==> src/rtl/pc_ctrl_pkg.sv <==
// ---------------------------------------------------------------------------
// pc_ctrl_pkg
// Shared definitions for the fetch-stage program-counter controller.
//   RESET_PC_DEF : first fetch address after reset (boot ROM entry)
//   EXC_PC_DEF   : general exception vector. The core selects between this
//                  and EPC upstream and presents the result on exc_target.
//   pc_state_e   : controller FSM states. 2'b11 is a spare encoding.
// ---------------------------------------------------------------------------
package pc_ctrl_pkg;

  localparam logic [31:0] RESET_PC_DEF = 32'hBFC0_0000;
  localparam logic [31:0] EXC_PC_DEF   = 32'hBFC0_0380;

  typedef enum logic [1:0] {
    ST_BOOT = 2'b00,
    ST_RUN  = 2'b01,
    ST_PEND = 2'b10
  } pc_state_e;

endpackage

==> src/rtl/pc_next_sel.sv <==
// ---------------------------------------------------------------------------
// pc_next_sel
// Purely combinational next-PC priority mux for the fetch stage.
// Inputs:
//   flush_exc / exc_target      : exception or eret redirect (highest priority)
//   pend_valid / pend_target    : redirect buffered while fetch was stalled
//   req_d                       : decode-stage redirect accepted this cycle
//   jr_d / jr_target_d          : JR/JALR target (forwarded rs)
//   jump_d / jump_target_d      : J/JAL target
//   branch_target_d             : conditional branch target
//   pc_plus4_f                  : sequential fall-through address
// Outputs:
//   dec_target                  : decode redirect target (jr > jump > branch)
//   next_pc                     : address to load when the PC updates
// ---------------------------------------------------------------------------
module pc_next_sel
  import pc_ctrl_pkg::*;
(
  input  logic        flush_exc,
  input  logic [31:0] exc_target,
  input  logic        pend_valid,
  input  logic [31:0] pend_target,
  input  logic        req_d,
  input  logic        jr_d,
  input  logic [31:0] jr_target_d,
  input  logic        jump_d,
  input  logic [31:0] jump_target_d,
  input  logic [31:0] branch_target_d,
  input  logic [31:0] pc_plus4_f,
  output logic [31:0] dec_target,
  output logic [31:0] next_pc
);

  // Decode redirect target. Only one of jr/jump/branch is legal at a time,
  // the fixed priority just keeps the mux well defined if that is violated.
  always_comb begin
    dec_target = branch_target_d;
    if (jr_d) begin
      dec_target = jr_target_d;
    end else if (jump_d) begin
      dec_target = jump_target_d;
    end
  end

  // A buffered redirect outranks a fresh decode request: while a redirect is
  // pending, decode holds the delay slot, which can never itself redirect.
  always_comb begin
    next_pc = pc_plus4_f;
    if (flush_exc) begin
      next_pc = exc_target;
    end else if (pend_valid) begin
      next_pc = pend_target;
    end else if (req_d) begin
      next_pc = dec_target;
    end
  end

endmodule

==> src/rtl/pc_ctrl.sv <==
// ---------------------------------------------------------------------------
// pc_ctrl
// Fetch-stage program-counter controller. Owns the PC register, picks the
// next fetch address and buffers a decode redirect that arrives while fetch
// is stalled so that a taken branch is never lost.
// Ports:
//   clk, rst                : clock (rising edge), async active-high reset
//   stall_f                 : hold the PC, fetch not accepted
//   stall_d                 : decode stalled, decode branch inputs invalid
//   flush_exc, exc_target   : exception/eret redirect, honoured even if stalled
//   branch_d, cmp_y,
//   branch_target_d         : conditional branch and its comparator result
//   jump_d, jump_target_d   : J/JAL
//   jr_d, jr_target_d       : JR/JALR
//   pc_f, pc_plus4_f        : current fetch address and its successor
//   inst_en_f               : instruction memory enable (low only in BOOT)
//   taken_d                 : decode redirect accepted this cycle
//   in_ds_f                 : instruction at pc_f is a delay slot
//   adel_f                  : pc_f misaligned (exception raised downstream)
// ---------------------------------------------------------------------------
module pc_ctrl
  import pc_ctrl_pkg::*;
#(
  parameter logic [31:0] RESET_PC = RESET_PC_DEF
) (
  input  logic        clk,
  input  logic        rst,
  input  logic        stall_f,
  input  logic        stall_d,
  input  logic        flush_exc,
  input  logic [31:0] exc_target,
  input  logic        branch_d,
  input  logic        cmp_y,
  input  logic [31:0] branch_target_d,
  input  logic        jump_d,
  input  logic [31:0] jump_target_d,
  input  logic        jr_d,
  input  logic [31:0] jr_target_d,
  output logic [31:0] pc_f,
  output logic [31:0] pc_plus4_f,
  output logic        inst_en_f,
  output logic        taken_d,
  output logic        in_ds_f,
  output logic        adel_f
);

  pc_state_e   state_q, state_d;
  logic [31:0] pc_q, pc_d;
  logic [31:0] pend_target_q, pend_target_d;
  logic [31:0] dec_target;
  logic [31:0] next_pc;
  logic        req_d;
  logic        pend_valid;

  // Decode-side redirect request; decode inputs are meaningless while it stalls.
  assign req_d      = ~stall_d & ((branch_d & cmp_y) | jump_d | jr_d);
  assign taken_d    = req_d;
  assign in_ds_f    = ~stall_d & (branch_d | jump_d | jr_d);
  assign pend_valid = (state_q == ST_PEND);

  assign pc_f       = pc_q;
  assign pc_plus4_f = pc_q + 32'd4;
  assign adel_f     = |pc_q[1:0];

  pc_next_sel u_next_sel (
    .flush_exc       (flush_exc),
    .exc_target      (exc_target),
    .pend_valid      (pend_valid),
    .pend_target     (pend_target_q),
    .req_d           (req_d),
    .jr_d            (jr_d),
    .jr_target_d     (jr_target_d),
    .jump_d          (jump_d),
    .jump_target_d   (jump_target_d),
    .branch_target_d (branch_target_d),
    .pc_plus4_f      (pc_plus4_f),
    .dec_target      (dec_target),
    .next_pc         (next_pc)
  );

  // Controller FSM. BOOT spends one cycle with fetch disabled before RUN.
  // In RUN a redirect that meets a stalled fetch is parked in pend_target;
  // PEND then releases it on the first unstalled edge. An exception redirect
  // wins everywhere except BOOT and throws away any parked redirect.
  always_comb begin
    state_d       = state_q;
    pc_d          = pc_q;
    pend_target_d = pend_target_q;
    inst_en_f     = 1'b1;
    case (state_q)
      ST_BOOT: begin
        inst_en_f = 1'b0;
        state_d   = ST_RUN;
      end
      ST_RUN: begin
        if (flush_exc) begin
          pc_d = next_pc;
        end else if (req_d && stall_f) begin
          pend_target_d = dec_target;
          state_d       = ST_PEND;
        end else if (!stall_f) begin
          pc_d = next_pc;
        end
      end
      ST_PEND: begin
        if (flush_exc) begin
          pc_d          = next_pc;
          pend_target_d = '0;
          state_d       = ST_RUN;
        end else if (!stall_f) begin
          pc_d    = next_pc;
          state_d = ST_RUN;
        end
      end
      default: begin
        // The spare encoding is unreachable; recover through BOOT.
        inst_en_f = 1'b0;
        state_d   = ST_BOOT;
      end
    endcase
  end

  // State, PC and parked-redirect registers.
  always_ff @(posedge clk or posedge rst) begin
    if (rst) begin
      state_q       <= ST_BOOT;
      pc_q          <= RESET_PC;
      pend_target_q <= '0;
    end else begin
      state_q       <= state_d;
      pc_q          <= pc_d;
      pend_target_q <= pend_target_d;
    end
  end

endmodule
==> config.mk <==
export PLATFORM = sky130hd
export DESIGN_NAME = pc_ctrl
export DESIGN_NICKNAME = d
export VERILOG_FILES = /design/src/rtl/pc_ctrl_pkg.sv /design/src/rtl/pc_next_sel.sv /design/src/rtl/pc_ctrl.sv
export SDC_FILE = /design/constraint.sdc
export NUM_CORES = 1
export LEC_CHECK = 0
export ABC_CLOCK_PERIOD_IN_PS = 2800
export BUFFER_PORTS_ARGS = -buffer_cell sky130_fd_sc_hd__buf_4
export CORE_MARGIN = 4
export CORE_UTILIZATION = 49
export CTS_BUF_LIST = sky130_fd_sc_hd__clkbuf_4 sky130_fd_sc_hd__clkbuf_8 sky130_fd_sc_hd__clkbuf_16
export DETAILED_ROUTE_END_ITERATION = 6
export GPL_ROUTABILITY_DRIVEN = 1
export PLACE_DENSITY = 0.77
export SLEW_MARGIN = 10
export SYNTH_ARGS = -nofsm -noshare
export SYNTH_HDL_FRONTEND = slang
export SYNTH_SLANG_ARGS = --single-unit
export TNS_END_PERCENT = 5
==> constraint.sdc <==
create_clock -name clk -period 2.8 [get_ports clk]
set_input_delay 0.56 -clock clk [delete_from_list [all_inputs] [get_ports clk]]
set_output_delay 0.56 -clock clk [all_outputs]
set_load 0.01 [all_outputs]
Word level (Yosys, flattened, before mapping)
Index checks and enable logic that the tools add are counted.
W data, S select, Z words.
Storage, ports and cells
  register bits: 66
  input bits: 137
  output and inout port bits: 68
  logic and storage cells: 47
Cells by class
  add/sub/neg operators: 1
  eq/ne operators: 7
  muxes and demuxes: 20
  bitwise operators: 8
  reductions and logical operators: 8
Operator list (count)
  $mux W32: 12
  $pmux W32 S2: 2
  $add A32 B3 Y32 const B: 1
  $mux W2: 4
  $ne A2 B2 Y1 const B: 3
  $ne A3 B3 Y1 const B: 2
  $pmux W2 S3: 1
  $or A1 B1 Y1: 4
  $reduce_and A4 Y1: 1
  $reduce_or A2 Y1: 2
  $and A1 B1 Y1: 3
  $reduce_and A3 Y1: 1
  $eq A2 B1 Y1 const B: 1
  $eq A2 B2 Y1 const B: 1
  $logic_not A2 Y1: 1
  $reduce_and A2 Y1: 1
  $reduce_bool A2 Y1: 1
  $logic_and A1 B1 Y1: 1
  $mux W1: 1
  $not A1 Y1: 1

Logic depth before layout (Yosys ltp)
  depth in word-level cells: 11
  mapped depth: 9
  depth with buffers taken out: 7

Modules after synthesis
From an unflattened synthesis, not the netlist that was laid out.
Unflattened totals
  cells, all modules: 608
  area total of the unflattened synthesis: 5923.2 um^2
By module, submodules not included
  pc_ctrl: instances 1, cells an instance 315, area an instance 3472.1 um^2, sequential area each 1662.8 um^2
  pc_next_sel: instances 1, cells an instance 293, area an instance 2451.1 um^2, sequential area each 0.0 um^2

Least setup slack after synthesis
OpenSTA, ideal clock, no wires.
  kind: reg-to-output
  start: register pc_q[15] (netlist: pc_f[15])
  end: output pc_plus4_f[29]
  arrival: 1.693 ns
  data required time: 2.240 ns
  setup slack: 0.547 ns
  stages on the path, launching flop included: 6
  path buffers: 1
  path through: dfrtp_1 buf_2 nand4_2 or3_4 nor4_2 xor2_1
On the way
  cells in the longest elaborated chain, start to end: 1
Ends and longest elaborated chain
  start, declared: line pc_ctrl.sv:48  | logic [31:0] pc_q, pc_d;
  start signal, assigned: line pc_ctrl.sv:131  | pc_q <= pc_d;
  $add A32 B3 Y32: line pc_ctrl.sv:62  | assign pc_plus4_f = pc_q + 32'd4;
  end, declared: line pc_ctrl.sv:40  | output logic [31:0] pc_plus4_f,
No other way between the ends.

Worst setup path in the final report
  start: register pc_q[15] (netlist: pc_f[15])
  end: output pc_plus4_f[31]
Same word-level chain as after synthesis.

==> run_summary.xml <==
<?xml version="1.0" encoding="UTF-8"?>
<metrics>
  <group name="status">
    <metric name="status" unit="">finished, final reports clean</metric>
  </group>
  <group name="finish">
    <metric name="mostFrequentLayoutCells" unit="">sky130_fd_sc_hd__buf_4 (223), sky130_fd_sc_hd__o21ai_0 (68), sky130_fd_sc_hd__nand2_1 (58)</metric>
    <metric name="final_layout_size_suffix_gt1_share" unit="%">39.3</metric>
    <metric name="multi_input_area" unit="µm²">3050</metric>
    <metric name="nFillCells" unit="">834</metric>
    <metric name="area_of_all_placed_cells_without_fillers" unit="µm²">6830</metric>
    <metric name="num_antenna_cells" unit="">0</metric>
    <metric name="layout.cells.most_common" unit="">sky130_fd_sc_hd__buf_4</metric>
    <metric name="num-nets-final" unit="">909</metric>
    <metric name="area_overhead_of_the_layout_relative_to_synthesis" unit="%">38.1</metric>
    <metric name="sequential_standard_cell_area" unit="µm²">1670</metric>
  </group>
  <group name="worst_setup_path">
    <metric name="critical-path-max-stage-delay" unit="ns">0.47</metric>
    <metric name="timing.reg2reg.setup_slack" unit="ns">0.60</metric>
    <metric name="arrival" unit="ns">2.20</metric>
    <metric name="critPathRequiredTime" unit="ns">2.24</metric>
    <metric name="rr_endpoint" unit="">pc_f[26]</metric>
    <metric name="startpoint_type" unit="">register</metric>
    <metric name="cells_along_the_critical_path" unit="">nand4_2 &gt; or3_4 &gt; nor4_4 &gt; xnor2_1 &gt; buf_4</metric>
    <metric name="ff2ff_path_depth" unit="">7</metric>
    <metric name="critical-path-slowest-cell" unit="">sky130_fd_sc_hd__or3_4</metric>
    <metric name="worstPathMaxFanout" unit="">8</metric>
    <metric name="worst_setup_path_end_kind" unit="">output port</metric>
    <metric name="reg_to_reg_critical_path_startpoint" unit="">state_q[0]</metric>
    <metric name="critPathKind" unit="">register to output port</metric>
  </group>
  <group name="yosys">
    <metric name="synth_simple_gate_area_share" unit="%">18.5</metric>
    <metric name="yosys_warnings" unit="">0</metric>
    <metric name="post_synthesis_mean_instance_area" unit="µm²">8.58</metric>
    <metric name="synthDominantCellAreaShare" unit="%">28.9</metric>
    <metric name="synth_xor_xnor_area_share" unit="%">4.96</metric>
    <metric name="dominant_combinational_cell_family_by_area_after_synthesis" unit="">compound AO/OA/AOI/OAI gates</metric>
    <metric name="synth.mux.area_fraction" unit="%">12.1</metric>
    <metric name="synth_enable_flop_cells" unit="">0</metric>
    <metric name="synth-async-reset-ratio" unit="%">100</metric>
    <metric name="synth-seq-cells" unit="">66</metric>
    <metric name="netlist_area" unit="µm²">4940</metric>
    <metric name="sequential_fraction_of_the_synthesis_area" unit="%">33.6</metric>
    <metric name="synthFlopType" unit="">sky130_fd_sc_hd__dfrtp_1</metric>
    <metric name="synth_compound_area_share" unit="%">24.7</metric>
    <metric name="cell_type_with_the_largest_total_area_after_synthesis" unit="">sky130_fd_sc_hd__dfrtp_1</metric>
    <metric name="synth.distinct_cells" unit="">63</metric>
    <metric name="synth_nets" unit="">717</metric>
    <metric name="synth-adder-area-share" unit="%">1.01</metric>
    <metric name="postSynthCellCount" unit="">576</metric>
    <metric name="ys_top_cells_by_area" unit="">sky130_fd_sc_hd__dfrtp_1 (29%), sky130_fd_sc_hd__o21ai_0 (6.9%), sky130_fd_sc_hd__mux2i_1 (6.7%)</metric>
  </group>
  <group name="sta">
    <metric name="timing_limited_maximum_frequency" unit="MHz">362</metric>
    <metric name="grt_setup_unrepaired" unit="">true</metric>
    <metric name="timing.final.hold_violations" unit="">0</metric>
    <metric name="final_slew_violations" unit="">0</metric>
    <metric name="finalClockSkew" unit="ns">0.00760</metric>
    <metric name="setup_viol_count_final" unit="">0</metric>
    <metric name="slew_headroom" unit="%">59.1</metric>
    <metric name="finalCriticalPeriod" unit="ns">2.76</metric>
    <metric name="worst_slew_pin_slew" unit="ns">0.609</metric>
    <metric name="layout_worst_path_cycle_share" unit="%">98.7</metric>
    <metric name="post-route-worst-setup-slack" unit="ns">0.0359</metric>
  </group>
  <group name="die">
    <metric name="core_region_area" unit="µm²">9820</metric>
    <metric name="die_x" unit="µm">108</metric>
    <metric name="floorplan.die_area" unit="µm²">11800</metric>
    <metric name="floorplan.initialDensity" unit="%">50.3</metric>
    <metric name="rows" unit="">36</metric>
    <metric name="vertical_die_dimension" unit="µm">108</metric>
    <metric name="io_pins" unit="">205</metric>
  </group>
  <group name="clock_network">
    <metric name="cts_hold_repair.buffers" unit="">0</metric>
    <metric name="clock_sink_count" unit="">66</metric>
    <metric name="cts.repair_timing.setup_buffer_count" unit="">0</metric>
    <metric name="tritoncts" unit="">built</metric>
    <metric name="clk-insertion-delay-late" unit="ns">0.34</metric>
    <metric name="numCtsBuffers" unit="">9</metric>
    <metric name="htreeDepth" unit="">3</metric>
    <metric name="clockRootBuffer" unit="">sky130_fd_sc_hd__clkbuf_8</metric>
    <metric name="clk_pin_slew_worst_paths" unit="ns">0.08</metric>
    <metric name="cts-root-to-sink-buffers" unit="">2</metric>
  </group>
  <group name="min_path">
    <metric name="timing.hold.worst.class" unit="">primary input to asynchronous set/reset pin</metric>
  </group>
  <group name="power_and_ir_drop">
    <metric name="power_density" unit="nW/µm²">864</metric>
    <metric name="p_leak" unit="nW">3.20</metric>
    <metric name="ir_drop" unit="mV">0.420</metric>
  </group>
  <group name="route">
    <metric name="remaining_number_of_nets_flagged_by_the_antenna_check_after_routing" unit="">0</metric>
    <metric name="routed-via-count" unit="">5433</metric>
    <metric name="drt-initial-drc-count" unit="">464</metric>
    <metric name="vias_per_cell" unit="">6.00</metric>
    <metric name="route.detailed.drc" unit="">0</metric>
    <metric name="wl_per_cell" unit="µm">19.8</metric>
    <metric name="pre_repair_dr_iteration_count" unit="">7</metric>
    <metric name="wirelength" unit="mm">18.0</metric>
  </group>
  <group name="run">
    <metric name="max-cap-violations" unit="">0</metric>
  </group>
  <group name="global_route">
    <metric name="first_pass_grt_wire_length" unit="mm">27.3</metric>
    <metric name="largest_net_degree_at_the_start_of_global_routing" unit="">67</metric>
    <metric name="antenna_found_initial" unit="">0</metric>
    <metric name="via_count_of_the_first_global_routing_pass" unit="">5093</metric>
    <metric name="global_route.usage.total" unit="%">29.9</metric>
    <metric name="grt_remaining_overflow" unit="">0</metric>
  </group>
  <group name="placed_design">
    <metric name="pre_cts_slack" unit="ns">0.254</metric>
    <metric name="io_buffers" unit="">204</metric>
    <metric name="detailed_place.area" unit="µm²">6620</metric>
    <metric name="place.gp.congestion" unit="">0.892</metric>
    <metric name="dp_hpwl" unit="mm">13.8</metric>
  </group>
</metrics>
==> critical path, delay by kind of cell (launching register included) <==
family	cells	cell delay, ns
DFF	1	0.46
and+or+nand+nor	3	1.04
buffers and inverters	1	0.16
xor gates and xnor gates	1	0.20
==> power by group <==
part	switching (mW)	internal, mW	leakage, nW
Sequential	0.603	1.48	0.791
Combinational	1.58	1.47	2.31
Clock	0.376	0.386	0.100
Total	2.56	3.34	3.20
==> cell usage after synthesis (5+ instances only) <==
cell type and number:
sky130_fd_sc_hd__buf_2 14, sky130_fd_sc_hd__nand2_1 58, sky130_fd_sc_hd__xnor2_1 15, sky130_fd_sc_hd__a221oi_1 9
sky130_fd_sc_hd__nand2b_1 10, sky130_fd_sc_hd__nor3_1 9, sky130_fd_sc_hd__inv_1 16, sky130_fd_sc_hd__clkbuf_1 25
sky130_fd_sc_hd__nand4_1 10, sky130_fd_sc_hd__dfstp_2 9, sky130_fd_sc_hd__o22ai_1 5, sky130_fd_sc_hd__a31oi_1 6
sky130_fd_sc_hd__nand3_1 9, sky130_fd_sc_hd__xor2_1 13, sky130_fd_sc_hd__a21oi_1 35, sky130_fd_sc_hd__o21ai_0 68
sky130_fd_sc_hd__o211ai_1 8, sky130_fd_sc_hd__mux2i_1 33, sky130_fd_sc_hd__a22oi_1 7, sky130_fd_sc_hd__nor2_1 42
sky130_fd_sc_hd__a22o_1 12, sky130_fd_sc_hd__dfrtp_1 57, sky130_fd_sc_hd__mux2_2 24
==> worst max-delay path by stage <==
stage             start              to  slack [ns]
2_1_floorplan  pc_f[15]  pc_plus4_f[29]        0.55
3_3_place_gp     jump_d        pc_f[19]        0.31
3_5_place_dp     jump_d        pc_f[19]        0.25
4_1_cts        pc_f[18]  pc_plus4_f[31]       0.004
5_1_grt         pc_f[2]  pc_plus4_f[28]       -0.05
6_report       pc_f[15]  pc_plus4_f[31]        0.04
==> area by class of cell <==
class	count	share of cell area, %
Clock buffer	13	2.44
Clock inverter	3	0.220
Inverter	16	0.879
Multi-Input combinational cell	451	44.7
Sequential cell	66	24.5
Tap cell	133	2.44
Timing Repair Buffer	224	24.8
==> layer usage <==
metal / GRT usage, % / wire, µm
met5: 0 / 0
met4: 6.31 / 319
met3: 7.46 / 1930
met2: 46.9 / 8380
met1: 41.9 / 7340
==> cell families (layout without fill, tap and decap cells) <==
| group | count (synthesis) | in the layout |
|---|---|---|
| multiplexers | 57 | 57 |
| XOR/XNOR | 28 | 28 |
| adder cells (fa/ha/maj) | 4 | 4 |
| buffers and inverters | 59 | 256 |
| flip-flops | 66 | 66 |
| AO/OA/AOI/OAI | 190 | 190 |
| AND/OR/NAND/NOR | 172 | 172 |
==> state kept, by name, indices dropped and copies added (netlist names) <==
signal / count
pend_target_q: 32
state_q: 2
pc_f: 32
==> stage by stage <==
step / instances / power (mW) / setup TNS, ns / hold WS (ns) / util, %
floorplan: 576 / 3.63 / 0 / 0.442 / -
global placement: 890 / 5.00 / 0 / 0.461 / 67.4
detailed placement: 890 / 5.09 / 0 / 0.467 / 67.4
CTS: 906 / 5.85 / 0 / 0.305 / 69.4
global route: 906 / 6.27 / -0.227 / 0.299 / 69.5
finish: 906 / 5.90 / 0 / 0.274 / 69.5
==> repair_timing <==
item                                    4_1_cts  5_1_grt
pin swaps                                     0        2
resized for setup                             4        8
endpoints found under the setup margin        4       11
(Power assumes the default switching activity.)
